==> src/rtl/id_ex_stage.sv <==
// ID/EX pipeline register with MEM/WB forwarding, ALU operand muxing and load-use bubble insertion.
// Optional bubble counter enabled by defining IDEX_BUBBLE_CNT_EN.
module id_ex_stage #(
  parameter int DW = 32,
  parameter int RW = 5
) (
  input  logic          clk,
  input  logic          rst_n,
  input  logic          stall,
  input  logic          flush,
  input  logic          id_valid,
  input  logic [DW-1:0] id_rs_data,
  input  logic [DW-1:0] id_rt_data,
  input  logic [DW-1:0] id_imm,
  input  logic [4:0]    id_shamt,
  input  logic [RW-1:0] id_rs_addr,
  input  logic [RW-1:0] id_rt_addr,
  input  logic [RW-1:0] id_rd_addr,
  input  logic [3:0]    id_alu_ctrl,
  input  logic          id_alu_src,
  input  logic          id_shift_imm,
  input  logic          id_reg_write,
  input  logic          id_mem_read,
  input  logic          id_mem_write,
  input  logic          id_mem_to_reg,
  input  logic          mem_reg_write,
  input  logic [RW-1:0] mem_rd_addr,
  input  logic [DW-1:0] mem_fwd_data,
  input  logic          wb_reg_write,
  input  logic [RW-1:0] wb_rd_addr,
  input  logic [DW-1:0] wb_data,
  output logic [DW-1:0] alu_a,
  output logic [DW-1:0] alu_b,
  output logic [3:0]    alu_ctrl,
  output logic [DW-1:0] ex_store_data,
  output logic          ex_valid,
  output logic          ex_reg_write,
  output logic          ex_mem_read,
  output logic          ex_mem_write,
  output logic          ex_mem_to_reg,
  output logic [RW-1:0] ex_rd_addr,
  output logic          load_use_stall,
  output logic [15:0]   bubble_cnt
);

  typedef struct packed {
    logic          valid;
    logic          reg_write;
    logic          mem_read;
    logic          mem_write;
    logic          mem_to_reg;
    logic          alu_src;
    logic          shift_imm;
    logic [3:0]    alu_ctrl;
    logic [RW-1:0] rd;
    logic [RW-1:0] rs;
    logic [RW-1:0] rt;
    logic [4:0]    shamt;
    logic [DW-1:0] rs_data;
    logic [DW-1:0] rt_data;
    logic [DW-1:0] imm;
  } ex_t;

  ex_t ex, id_pkt;
  logic [DW-1:0] fwd_rs, fwd_rt;

  // An empty ID slot still moves through, but must never write or touch memory.
  always_comb begin
    id_pkt            = '0;
    id_pkt.valid      = id_valid;
    id_pkt.reg_write  = id_valid & id_reg_write;
    id_pkt.mem_read   = id_valid & id_mem_read;
    id_pkt.mem_write  = id_valid & id_mem_write;
    id_pkt.mem_to_reg = id_valid & id_mem_to_reg;
    id_pkt.alu_src    = id_alu_src;
    id_pkt.shift_imm  = id_shift_imm;
    id_pkt.alu_ctrl   = id_alu_ctrl;
    id_pkt.rd         = id_rd_addr;
    id_pkt.rs         = id_rs_addr;
    id_pkt.rt         = id_rt_addr;
    id_pkt.shamt      = id_shamt;
    id_pkt.rs_data    = id_rs_data;
    id_pkt.rt_data    = id_rt_data;
    id_pkt.imm        = id_imm;
  end

  always_comb begin
    fwd_rs = ex.rs_data;
    if (ex.rs != '0) begin
      if (mem_reg_write && mem_rd_addr == ex.rs)     fwd_rs = mem_fwd_data;
      else if (wb_reg_write && wb_rd_addr == ex.rs)  fwd_rs = wb_data;
    end
    fwd_rt = ex.rt_data;
    if (ex.rt != '0) begin
      if (mem_reg_write && mem_rd_addr == ex.rt)     fwd_rt = mem_fwd_data;
      else if (wb_reg_write && wb_rd_addr == ex.rt)  fwd_rt = wb_data;
    end
  end

  assign alu_a         = ex.shift_imm ? {{(DW-5){1'b0}}, ex.shamt} : fwd_rs;
  assign alu_b         = ex.alu_src ? ex.imm : fwd_rt;
  assign ex_store_data = fwd_rt;
  assign alu_ctrl      = ex.alu_ctrl;
  assign ex_valid      = ex.valid;
  assign ex_reg_write  = ex.reg_write;
  assign ex_mem_read   = ex.mem_read;
  assign ex_mem_write  = ex.mem_write;
  assign ex_mem_to_reg = ex.mem_to_reg;
  assign ex_rd_addr    = ex.rd;

  // rt is compared even for immediate-operand ops; a rare false stall is cheaper than decoding use.
  assign load_use_stall = ex.valid & ex.mem_read & (ex.rd != '0) & id_valid &
                          ((ex.rd == id_rs_addr) | (ex.rd == id_rt_addr));

  // During a hold the stored operands absorb any MEM/WB result so it survives the stall.
  always_ff @(posedge clk or negedge rst_n) begin
    if (!rst_n)               ex <= '0;
    else if (flush)           ex <= '0;
    else if (stall) begin
      ex.rs_data <= fwd_rs;
      ex.rt_data <= fwd_rt;
    end
    else if (load_use_stall)  ex <= '0;
    else                      ex <= id_pkt;
  end

`ifdef IDEX_BUBBLE_CNT_EN
  logic        bubble;
  logic [15:0] cnt;
  assign bubble = flush | (~stall & load_use_stall);
  always_ff @(posedge clk or negedge rst_n) begin
    if (!rst_n)                        cnt <= '0;
    else if (bubble && cnt != 16'hFFFF) cnt <= cnt + 16'd1;
  end
  assign bubble_cnt = cnt;
`else
  assign bubble_cnt = '0;
`endif

endmodule

==> config.mk <==
export PLATFORM = sky130hd
export DESIGN_NAME = id_ex_stage
export DESIGN_NICKNAME = d
export VERILOG_FILES = /design/src/rtl/id_ex_stage.sv
export SDC_FILE = /design/constraint.sdc
export NUM_CORES = 1
export LEC_CHECK = 0
export BUFFER_PORTS_ARGS = -buffer_cell sky130_fd_sc_hd__clkbuf_2
export CORE_MARGIN = 3
export CORE_UTILIZATION = 35
export CTS_BUF_LIST = sky130_fd_sc_hd__clkbuf_16
export CTS_CLUSTER_SIZE = 25
export DETAILED_ROUTE_END_ITERATION = 6
export HOLD_SLACK_MARGIN = 0.03
export PLACE_DENSITY = 0.7
export SLEW_MARGIN = 10
export SYNTH_ARGS = -nofsm -noshare
export SYNTH_HDL_FRONTEND = slang
export SYNTH_SLANG_ARGS = --single-unit
==> constraint.sdc <==
create_clock -name clk -period 1.95 [get_ports clk]
set_input_delay 0 -clock clk [delete_from_list [all_inputs] [get_ports clk]]
set_output_delay 0 -clock clk [all_outputs]
set_load 0.005 [all_outputs]
==> run summary <==
status: complete, but fails checks
failing checks: setup timing
DRT iter0 DRCs: 930
routability cong.: 0.893
CTS tree: yes
combinational share of power: 27.3%
grt total ovfl: 0
Die Ht: 154 µm
CP Capture Type: primary output
# setup viols final: 160
initial antenna violation count: 0
Nets: 1579
largest net degree at the start of global routing: 128
Synth-to-Final Area Change: 87.3%
vias in the first global route: 9971
Skew-Pair Late Insertion Delay: 0.43 ns
DR WL met3: 3910 µm
synth warn: 0
Net Switching: 2.61 mW
Synth cell types: 47
Hold Crit Class: primary input to register
Setup crit start kind: register
IO Port Bufs: 317
M1 WL: 14500 µm
RSZ-0062 raised after global routing: true
cell taking the most area after synthesis: dfrtp_1
Yosys reg bits: 127
starting density of the core: 36.0%
clock-pin transition on the worst setup and hold timing paths: 0.06 ns
CTS Sinks: 127
Slew Limit Fails: 0
first-pass GRT wire length: 55500 µm
post-DR vias/cell: 5.94
Synth area leaders: dfrtp_1, a22o_1, a221o_1
synthesized area: 7660 µm²
Worst Hold Launch: stall
post-synthesis sequential area ratio: 41.5%
cells after synthesis: 792
Post-synth top flop: dfrtp_1
sequential share of power: 34.1%
Hold Violations, Final: 0
f_max: 0.386 GHz
total routed wirelength: 40500 µm
clock power share: 38.5%
Worst R2R Path Depth: 10
clk buf depth: 2
Filler Cells Inserted: 1500
top-count cell post-synth: dfrtp_1
WP data arrival: 2.59 ns
number of max-cap violations: 0
post-route ant nets: 0
Internal: 6.00 mW
drt pass-1 iters: 6
Placeable Area: 21300 µm²
WL met2: 20000 µm
post-synthesis async set-or-reset flop share: 100%
final core area utilization: 67.5%
fin crit share: 133%
critical path class: register to primary output
CTS Buf Count: 17
total global-route track usage: 29.6%
clock period minus final worst setup slack: 2.59 ns
WHS Endpoint: ex[90]
syn avg cell area: 9.68 µm²
peak supply drop: 0.000524 V
dpl hpwl: 22100 µm
CP max FO: 6
DIE AREA: 23700 µm²
reg2reg start: ex[101]
switching part of the total: 30.3%
row cnt: 53
max reg flops: 113
die width: 154 µm
Biggest register: ex
R2R Setup Slk: -0.44 ns
# H-tree levels: 4
top-area cell type share of the netlist area: 41.5%
Reg2Reg Capture Point: ex[60]
Fin Setup TNS: -65.80 ns
Hold Path Depth: 3
IO Pins: 334
Worst-Margin Slew: 1.19 ns
Slew headroom: 21.0%
leakage: 6.80 nW
number of synthesized flops with an enable pin: 0
P per Cell Area: 599 nW/µm²
top cells by count, synth: dfrtp_1, a22o_1, nand2_1
fraction of layout cells with a size suffix above 1: 49.0%
vias post-DR: 9868
final setup skew: 0.0164 ns
top routing layer in use: met4
routed len/inst: 24.3 µm
# DRC: 0
Final Worst Setup Slack: -0.641 ns
total power: 8.60 mW
required time worst endpoint: 1.95 ns
Root Driver: clkbuf_16
==> layout make-up <==
| cell class | instances | area [µm²] | share of cell area (%) |
|---|---|---|---|
| diodes | 2 | 5.00 | 0.0349 |
| clock buffers | 17 | 425 | 2.96 |
| clock inverters | 15 | 174 | 1.21 |
| inverters | 27 | 101 | 0.706 |
| multi-input cells | 557 | 4920 | 34.3 |
| flip-flops and latches | 127 | 3180 | 22.2 |
| well taps | 275 | 344 | 2.40 |
| repair buffers | 642 | 5200 | 36.2 |
==> metal layers <==
| layer | vias to the layer above | GRT usage (%) |
|---|---|---|
| met5 | - | 0 |
| met3 | 178 | 7.09 |
| met1 | 4735 | 35.3 |
| met4 | 0 | 13.6 |
| met2 | 773 | 50.6 |
| li1 | 4182 | - |
==> worst max-delay path: stages (launching register included) <==
cell and delay [ns]:
dfrtp_1 0.41, xor2_1 0.17, nor4_2 0.27, buf_4 0.16
nand3_2 0.09, nor3b_4 0.19, buf_6 0.20, buf_12 0.16
nand2_1 0.14, a31oi_4 0.23, clkbuf_2 0.14
==> worst max path at each step <==
stage / startpoint / to / slack, ns / depth (start not counted)
detailed placement: ex[101] / alu_b[20] / -0.26 / 8
floorplan: ex[101] / ex[34] / -0.02 / 8
global placement: ex[106] / alu_a[30] / -0.21 / 9
global route: ex[101] / alu_b[23] / -0.76 / 8
finish: ex[101] / alu_b[8] / -0.64 / 10
CTS: ex[107] / alu_a[2] / -0.55 / 10
==> logic make-up (layout without fill, tap and decap cells) <==
kind of cell / count (synthesis) / in the layout / synth area share, %
simple gates: 189 / 192 / 11.7
buf+inv: 128 / 701 / 8.55
other cells: 1 / 18 / 0.0489
flops: 127 / 127 / 41.5
mux: 5 / 5 / 0.735
compound gates: 312 / 314 / 34.0
xor+xnor: 30 / 30 / 3.43
==> layout by cell type, fill, tap and decap left out, types with 25 or more instances in the layout <==
master	n
a221o_1	42
a221oi_2	49
a22o_1	91
a22oi_2	31
a31oi_1	27
buf_2	48
buf_4	62
buf_6	31
clkbuf_16	25
clkbuf_2	268
dfrtp_1	122
dlygate4sd3_1	192
inv_1	28
nand2_1	69
nor2_1	39
==> power by group through the flow <==
stage | Clock, mW | Sequential [mW] | Combinational, mW
finish | 3.31 | 2.94 | 2.35
floorplan | 0 | 2.92 | 0.803
global placement | 0 | 2.95 | 1.56
detailed placement | 0 | 2.96 | 1.59
global route | 3.47 | 2.95 | 2.48
CTS | 3.33 | 2.92 | 2.09
==> stage by stage <==
step                      setup slack, ns  cell area [µm²]  hold slack [ns]  cells
after floorplan                   -0.0218             7720           -0.296    807
after global placement             -0.214             9920            0.157   1375
after detailed placement           -0.265             9920            0.162   1375
after CTS                          -0.551            13400           0.0980   1625
after global routing               -0.755            14400            0.192   1660
final                              -0.641            14400            0.196   1662
==> what timing repair did <==
| action | 4_1_cts | 5_1_grt |
|---|---|---|
| gates cloned | 7 | 14 |
| resized for setup | 159 | 152 |
| pin swaps | 48 | 82 |
| setup buffers | 19 | 21 |
| hold buffers | 192 | 0 |
| endpoints found under the hold margin | 254 | 0 |
| setup endpoints to repair | 168 | 172 |
Power figures use the tool's default switching activity.
